**src/rtl/ahb_sram_pkg.sv**
```systemverilog
// Shared encodings and helpers for the AHB-Lite SRAM controller.
package ahb_sram_pkg;

    // HTRANS encodings
    localparam logic [1:0] TransIdle   = 2'd0;
    localparam logic [1:0] TransBusy   = 2'd1;
    localparam logic [1:0] TransNonseq = 2'd2;
    localparam logic [1:0] TransSeq    = 2'd3;

    // HSIZE encodings (only these three are legal)
    localparam logic [2:0] SizeByte = 3'd0;
    localparam logic [2:0] SizeHalf = 3'd1;
    localparam logic [2:0] SizeWord = 3'd2;

    // Data-phase state of the slave
    typedef enum logic [2:0] {
        StIdle = 3'd0,
        StWr   = 3'd1,
        StRd   = 3'd2,
        StRdw  = 3'd3,
        StErr1 = 3'd4,
        StErr2 = 3'd5
    } state_t;

    // Little-endian byte-lane mask for a (legal) transfer size and byte offset.
    function automatic logic [3:0] lane_mask(input logic [2:0] size, input logic [1:0] off);
        logic [3:0] mask;
        case (size)
            SizeByte: mask = 4'b0001 << off;
            SizeHalf: mask = off[1] ? 4'b1100 : 4'b0011;
            default:  mask = 4'b1111;
        endcase
        return mask;
    endfunction

endpackage

```
**src/rtl/ahb_sram_wmerge.sv**
```systemverilog
// Read-modify-write merge: replaces the masked byte lanes of the current RAM word
// with the corresponding lanes of the bus write data.
module ahb_sram_wmerge (
    input  logic [31:0] ram_q_i,
    input  logic [31:0] wdata_i,
    input  logic [3:0]  mask_i,
    output logic [31:0] ram_d_o
);

    // Per-lane select between old RAM contents and new bus data
    always_comb begin
        ram_d_o = ram_q_i;
        for (int b = 0; b < 4; b++) begin
            if (mask_i[b]) begin
                ram_d_o[8*b +: 8] = wdata_i[8*b +: 8];
            end
        end
    end

endmodule

```
**src/rtl/ahb_sram_ctrl.sv**
```systemverilog
// AHB-Lite slave front end for a single-port 32-bit word RAM with combinational read.
// Sub-word writes are single-cycle read-modify-write; misaligned or oversize transfers
// get a two-cycle ERROR response.
// Optional macro AHB_SRAM_RDREG_EN: registers read data, adding one wait state per read.
module ahb_sram_ctrl #(
    parameter int unsigned ADDR_W = 18,
    parameter int unsigned DATA_W = 32
) (
    input  logic              HCLK,
    input  logic              HRESETn,
    input  logic              HSEL,
    input  logic [31:0]       HADDR,
    input  logic [1:0]        HTRANS,
    input  logic              HWRITE,
    input  logic [2:0]        HSIZE,
    input  logic [2:0]        HBURST,
    input  logic [DATA_W-1:0] HWDATA,
    input  logic              HREADY,
    output logic              HREADYOUT,
    output logic              HRESP,
    output logic [DATA_W-1:0] HRDATA,
    output logic [ADDR_W-1:0] ram_a,
    output logic [DATA_W-1:0] ram_d,
    output logic              ram_we,
    input  logic [DATA_W-1:0] ram_q
);
    import ahb_sram_pkg::*;

`ifdef AHB_SRAM_RDREG_EN
    localparam state_t RdEntry = StRdw;
`else
    localparam state_t RdEntry = StRd;
`endif

    state_t            state_q, state_d;
    logic [ADDR_W-1:0] addr_q, addr_d;
    logic [1:0]        off_q, off_d;
    logic              write_q, write_d;
    logic [2:0]        size_q, size_d;
    logic              accept;
    logic              size_err;
    logic [3:0]        mask;

    // HBURST is ignored and upper address bits lie outside the RAM
    logic unused_ok;
    assign unused_ok = ^{HBURST, HADDR[31:ADDR_W+2], HTRANS[0]};

    // Address-phase accept and alignment/size check
    always_comb begin
        accept   = HSEL & HREADY & HTRANS[1];
        size_err = (HSIZE > SizeWord)
                 | ((HSIZE == SizeWord) & (HADDR[1:0] != 2'b00))
                 | ((HSIZE == SizeHalf) & HADDR[0]);
    end

    // Next state and address-phase capture
    always_comb begin
        state_d = StIdle;
        addr_d  = addr_q;
        off_d   = off_q;
        write_d = write_q;
        size_d  = size_q;
        case (state_q)
            StErr1: state_d = StErr2;
            StRdw:  state_d = StRd;
            default: begin
                if (accept) begin
                    if (size_err) begin
                        state_d = StErr1;
                    end else if (HWRITE) begin
                        state_d = StWr;
                    end else begin
                        state_d = RdEntry;
                    end
                end
            end
        endcase
        if (accept) begin
            addr_d  = HADDR[ADDR_W+1:2];
            off_d   = HADDR[1:0];
            write_d = HWRITE;
            size_d  = HSIZE;
        end
    end

    // State and address-phase registers with synchronous reset
    always_ff @(posedge HCLK) begin
        if (!HRESETn) begin
            state_q <= StIdle;
            addr_q  <= '0;
            off_q   <= '0;
            write_q <= 1'b0;
            size_q  <= '0;
        end else begin
            state_q <= state_d;
            addr_q  <= addr_d;
            off_q   <= off_d;
            write_q <= write_d;
            size_q  <= size_d;
        end
    end

    // Bus response and RAM control; write is suppressed while reset is asserted
    always_comb begin
        HREADYOUT = !((state_q == StErr1) || (state_q == StRdw));
        HRESP     = (state_q == StErr1) || (state_q == StErr2);
        ram_a     = addr_q;
        ram_we    = HRESETn & write_q & (state_q == StWr);
        mask      = lane_mask(size_q, off_q);
    end

    ahb_sram_wmerge u_wmerge (
        .ram_q_i (ram_q),
        .wdata_i (HWDATA),
        .mask_i  (mask),
        .ram_d_o (ram_d)
    );

`ifdef AHB_SRAM_RDREG_EN
    logic [DATA_W-1:0] rdata_q, rdata_d;

    // Capture RAM output during the read wait state
    always_comb begin
        rdata_d = (state_q == StRdw) ? ram_q : rdata_q;
        HRDATA  = rdata_q;
    end

    // Registered read data
    always_ff @(posedge HCLK) begin
        if (!HRESETn) begin
            rdata_q <= '0;
        end else begin
            rdata_q <= rdata_d;
        end
    end
`else
    // Combinational read data straight from the RAM
    always_comb begin
        HRDATA = ram_q;
    end
`endif

endmodule

```
**config.mk**
```make
export PLATFORM = sky130hd
export DESIGN_NAME = ahb_sram_ctrl
export DESIGN_NICKNAME = d
export VERILOG_FILES = /design/src/rtl/ahb_sram_pkg.sv /design/src/rtl/ahb_sram_wmerge.sv /design/src/rtl/ahb_sram_ctrl.sv
export SDC_FILE = /design/constraint.sdc
export NUM_CORES = 1
export LEC_CHECK = 0
export BUFFER_PORTS_ARGS = -buffer_cell sky130_fd_sc_hd__clkbuf_2
export CORE_AREA = 2 2 74 76
export CTS_CLUSTER_DIAMETER = 50
export DETAILED_ROUTE_END_ITERATION = 10
export DIE_AREA = 0 0 76 78
export HOLD_SLACK_MARGIN = 0.15
export PLACE_DENSITY_LB_ADDON = 0.12
export RECOVER_POWER = 50
export SETUP_SLACK_MARGIN = 0.15
export SLEW_MARGIN = 5
export SYNTH_ARGS = -nofsm -noshare
export SYNTH_HDL_FRONTEND = slang
export SYNTH_HIERARCHICAL = 1
export SYNTH_SLANG_ARGS = --single-unit
```
**constraint.sdc**
```tcl
create_clock -name HCLK -period 2.09 [get_ports HCLK]
set_input_delay 0.209 -clock HCLK [delete_from_list [all_inputs] [get_ports HCLK]]
set_output_delay 0.209 -clock HCLK [all_outputs]
set_load 0.05 [all_outputs]
```
### After elaboration in Yosys (flattened, before gate mapping)

Cells that the tools add are included.
W data, S select, Z words.

| operators by class | value |
|---|---|
| $lt $le $gt $ge | 1 |
| eq/ne operators | 7 |
| shifts and indexed selects | 1 |
| multiplexer cells | 10 |
| bitwise operators | 8 |
| reduce and logical (&&, ||, !) cells | 5 |

Operators with widths:

| kind | number |
|---|---|
| $mux W8 | 4 |
| $eq A3 B1 Y1 const B | 3 |
| $pmux W4 S2 | 1 |
| $and A1 B1 Y1 | 6 |
| $eq A3 B2 Y1 const B | 2 |
| $eq A3 B3 Y1 const B | 2 |
| $mux W3 | 2 |
| $pmux W3 S2 | 1 |
| $mux W4 | 1 |
| $shl A1 B2 Y4 const A | 1 |
| $gt A3 B2 Y1 const B | 1 |
| $logic_not A3 Y1 | 1 |
| $logic_or A1 B1 Y1 | 2 |
| $mux W2 | 1 |
| $or A1 B1 Y1 | 2 |
| $reduce_bool A2 Y1 | 1 |
| $logic_not A1 Y1 | 1 |

| word-level totals | value |
|---|---|
| register bits after elaboration | 27 |
| input port bits | 109 |
| output and inout port bits | 85 |
| logic and storage cells | 37 |

### Depth between registers and ports, before layout

| logic depth | value |
|---|---|
| depth in word-level cells | 7 |
| mapped depth | 5 |
| mapped depth without buffers | 3 |

### Hierarchy

The synthesis kept the hierarchy.

Modules (own cells, without submodules):

| module | instances | cells an instance | area each (um^2) | seq. area each (um^2) |
|---|---|---|---|---|
| ahb_sram_ctrl | 1 | 166 | 1265.0 | 540.5 |
| ahb_sram_wmerge | 1 | 36 | 525.5 | 0.0 |

### Least setup slack after synthesis

OpenSTA, ideal clock, no wires.

| timing path | value |
|---|---|
| kind | reg-to-output |
| from | register state_q[1] |
| to | output port ram_we |
| data arrival time | 1984 ps |
| required time | 1881 ps |
| slack | -103 ps |
| stages on the path, launching flop included | 2 |
| buffers on the path | 0 |
| cells stage by stage | dfxtp_1 nor4b_1 |

| between the ends | value |
|---|---|
| word-level cells in the longest chain between the ends | 2 |

RTL lines:

| item | line | source |
|---|---|---|
| start, declared | ahb_sram_ctrl.sv:35 | `state_t state_q, state_d;` |
| start signal, assigned | ahb_sram_ctrl.sv:89 | `state_q <= StIdle;` |
| start signal, assigned | ahb_sram_ctrl.sv:95 | `state_q <= state_d;` |
| $eq A3 B1 Y1 | ahb_sram_ctrl.sv:108 | `ram_we = HRESETn & write_q & (state_q == StWr);` |
| $and A1 B1 Y1 | ahb_sram_ctrl.sv:108 |  |
| end, declared | ahb_sram_ctrl.sv:24 | `output logic ram_we,` |

No other way between the ends.

### Final worst setup path

| timing path | value |
|---|---|
| from | register off_q[0] |
| to | output port ram_d[6] |

| between the ends | value |
|---|---|
| word-level cells in the longest chain between the ends | 3 |

RTL lines:

| item | line | source |
|---|---|---|
| start, declared | ahb_sram_ctrl.sv:37 | `logic [1:0] off_q, off_d;` |
| start signal, assigned | ahb_sram_ctrl.sv:91 | `off_q <= '0;` |
| start signal, assigned | ahb_sram_ctrl.sv:97 | `off_q <= off_d;` |
| $shl A1 B2 Y4 | ahb_sram_pkg.sv:29 | `SizeByte: mask = 4'b0001 << off;` |
| $pmux W4 S2 | ahb_sram_pkg.sv:28 | `case (size)` |
| via mask[0] | ahb_sram_ctrl.sv:42 | `logic [3:0] mask;` |
| $mux W8 | ahb_sram_wmerge.sv:14 | `if (mask_i[b]) begin` |
| end, declared | ahb_sram_ctrl.sv:23 | `output logic [DATA_W-1:0] ram_d,` |

The timed path passes the listed nets, and every way through them passes these cells.

==> reports/results.ini <==
[setup_path]
cp_top_family = compound AO/OA/AOI/OAI gates
cp-endpoint = ram_d[6]
cp_max_fo = 8
crit_path_cell_trace = nor2b_1, o21ai_2, mux2_4, clkbuf_2
worst-path-stages = 4
reg2reg_depth = 3
crit_buf_inv = 1
critPathKind = reg2out
rrSetupSlack_ns = 0.93
start_kind = register
arrival_ns = 1.77
slowest_delay_ns = 0.45
crit_start = off_q[0]
timing.rr.end = state_q[1]
worstSetupEndpointType = primary output
slowest_stage = o21ai_2
critPathRequiredTime_ns = 1.88
rr_startpoint = state_q[2]

[synthesis]
synth.distinct_cells = 24
synth_top_area_share_pct = 30.2
synthXorXnorAreaFrac_pct = 0
synth_fa_ha_area_share_pct = 0
ys_ff_latch = 27
ys_warn_count = 6
yosysTopAreaCell = dfxtp_1
synthesis.nets = 311
synth-simple-area-share_pct = 15.2
yosysSeqAreaShare_pct = 30.2
syn_area_sq_um = 1790
syn_inst = 202
synth_top_family_by_area = multiplexers
syn-mean-instance-area_sq_um = 8.86
synth_compound_area_share_pct = 9.78
ys_top_cells_by_area = dfxtp_1, mux2_4, buf_4, nand2_1, a21oi_1
muxShareOfSynthArea_pct = 26.8

[grt]
grt_max_degree = 27
antenna_found_initial = 0
first_global_vias = 1709
gr-total-overflow = 0
grt_pass1_wl_mm = 7.57
grtUsageTotal_pct = 14.9

[sta]
fin_setup_tns_ns = 0
finalWorstPathRequiredPeriod_ns = 1.97
relSlewSlack_pct = 29.5
slew_viol_final = 0
max_freq_ghz = 0.506
setup_slack_ns = 0.115
rsz0062_at_grt = true
setup_violations = 0
whs_ns = 0.156
hold_violations = 0
skew_ns = 0.00132
finalCritPeriodShare_pct = 94.5
worst_pin_slew_ns = 1.06

[placement]
gp_congestion = 0.739
placed_cells = 411
io_buffers = 177
place_hpwl_mm = 4.09
place_ws_ns = 0.117
place_area_sq_um = 2490

[layout]
antenna_cells = 0
n_fill_cell = 530
multi_input_area_sq_um = 941
register_area_sq_um = 542
postLayoutCellArea_sq_um = 2550
syn2layout_area_growth_pct = 42.6
drive_above_1_share_pct = 54.0
fin_cells = 420
nets = 460
final_util_pct = 50.6

[clock_tree]
clock_sinks = 27
clock_path_buffers = 2
cts_root_buffer = clkbuf_8
cts_tree = done
clkSlewWorstSetupHoldPaths_ns = 0.09
postCtsSetupRepairBufs = 0
clock_latency_ns = 0.27
htreeDepth = 1
numCtsBuffers = 3

[pwr]
p_leak_nw = 1.30
cellPowerDensity_nw_per_um2 = 621
power.total_mw = 1.59
irDropWorstVdd_mv = 0.323

[drt]
vias = 1839
drc_errors = 0
via_per_inst = 4.38
wl_per_cell_um = 11.8
drt_iter0_markers = 67
first_pass_iters = 4
ant_nets = 0
drt_wl_total_mm = 4.96

[die]
dieWidth_um = 76
row_count = 26
start_util_pct = 35.5
dieHeight_um = 78
io_pins = 194
coreArea_sq_um = 5040
dieArea_sq_um = 5930

[hold_path]
hp-class = in2reg

[outcome]
outcome = complete, no violations

[run]
drv_cap = 0

flip-flops by register name (all words and copies together) (netlist names):
register / flops
write_q: 1
size_q: 3
ram_a: 18
off_q: 2
state_q: 3
routing by layer:
layer  GRT usage (%)  wire length, um
met5               0                0
met4            2.18               18
met3            2.91              371
met2            27.6             2520
met1            18.3             2050
power breakdown:
group / total, mW / switching [mW] / internal, mW
clock: 0.291 / 0.155 / 0.136
sequential: 0.541 / 0.00942 / 0.531
combinational: 0.753 / 0.516 / 0.238
logic make-up after synthesis:
logic type	Yosys count
AND/OR/NAND/NOR	65
multiplexers	32
AO/OA/AOI/OAI	33
flip-flops	27
buffers and inverters	45
how the worst min path moves through the flow:
| stage | startpoint | endpoint | slack [ns] | cells past startpoint |
|---|---|---|---|---|
| after floorplan | HRESETn | state_q[0] | 0.31 | 2 |
| after global placement | HADDR[8] | ram_a[6] | 0.43 | 3 |
| after detailed placement | HADDR[11] | ram_a[9] | 0.44 | 3 |
| after CTS | HADDR[5] | ram_a[3] | 0.15 | 3 |
| after global routing | HADDR[7] | ram_a[5] | 0.15 | 3 |
| final | HADDR[5] | ram_a[3] | 0.16 | 3 |
worst reg2reg max path: stages (launching register included):
cell,delay [ns]
dfxtp_1,0.34
nor3b_1,0.17
or4_1,0.47
o21ai_1,0.12
synthesized netlist by cell type:
cell,instances
nand2_1,52
buf_4,32
mux2_4,32
dfxtp_1,27
a21oi_1,25
clkbuf_1,5
buf_6,4
o21ai_0,4
nor2_1,3
buf_2,2
nor2b_1,2
nor3_1,2
a22o_1,1
and3_1,1
and3b_1,1
inv_1,1
inv_2,1
nand3_1,1
nor3b_1,1
nor4b_1,1
o21ai_1,1
o21bai_1,1
o41ai_1,1
or4_1,1
layout by cell type (no fill, tap or decap):
master         synthesis  layout
inv_1                  1       1
dfxtp_1               27      26
mux2_4                32      32
clkbuf_1               5      34
a22o_1                 1       1
o21ai_1                1       2
clkbuf_2               0     138
nand3_1                1       1
or4_1                  1       1
nor3_1                 2       2
dfxtp_2                0       1
o21ai_2                0       1
nor2_2                 0       1
dlygate4sd3_1          0       5
a21oi_1               25      25
nor2_1                 3       2
nor2b_1                2       2
nor4b_2                0       1
nor3b_1                1       1
o21bai_1               1       1
and3_1                 1       1
buf_4                 32       4
o41ai_1                1       1
nand2_1               52      52
clkbuf_8               0       3
and3b_1                1       1
o21ai_0                4       2
buf_2                  2       7
inv_2                  1       1
layout make-up:
| class | instances | share of cell area, % |
|---|---|---|
| Multi-Input combinational cell | 130 | 36.9 |
| Tap cell | 70 | 3.43 |
| Inverter | 2 | 0.294 |
| Clock buffer | 4 | 1.76 |
| Timing Repair Buffer | 187 | 36.4 |
| Sequential cell | 27 | 21.2 |
timing repair:
item                                    CTS  global route
hold buffers                              5             0
gates resized for setup                   1             9
hold endpoints to repair                  5             0
endpoints found under the setup margin    8            32
Power figures use the tool's default switching activity.
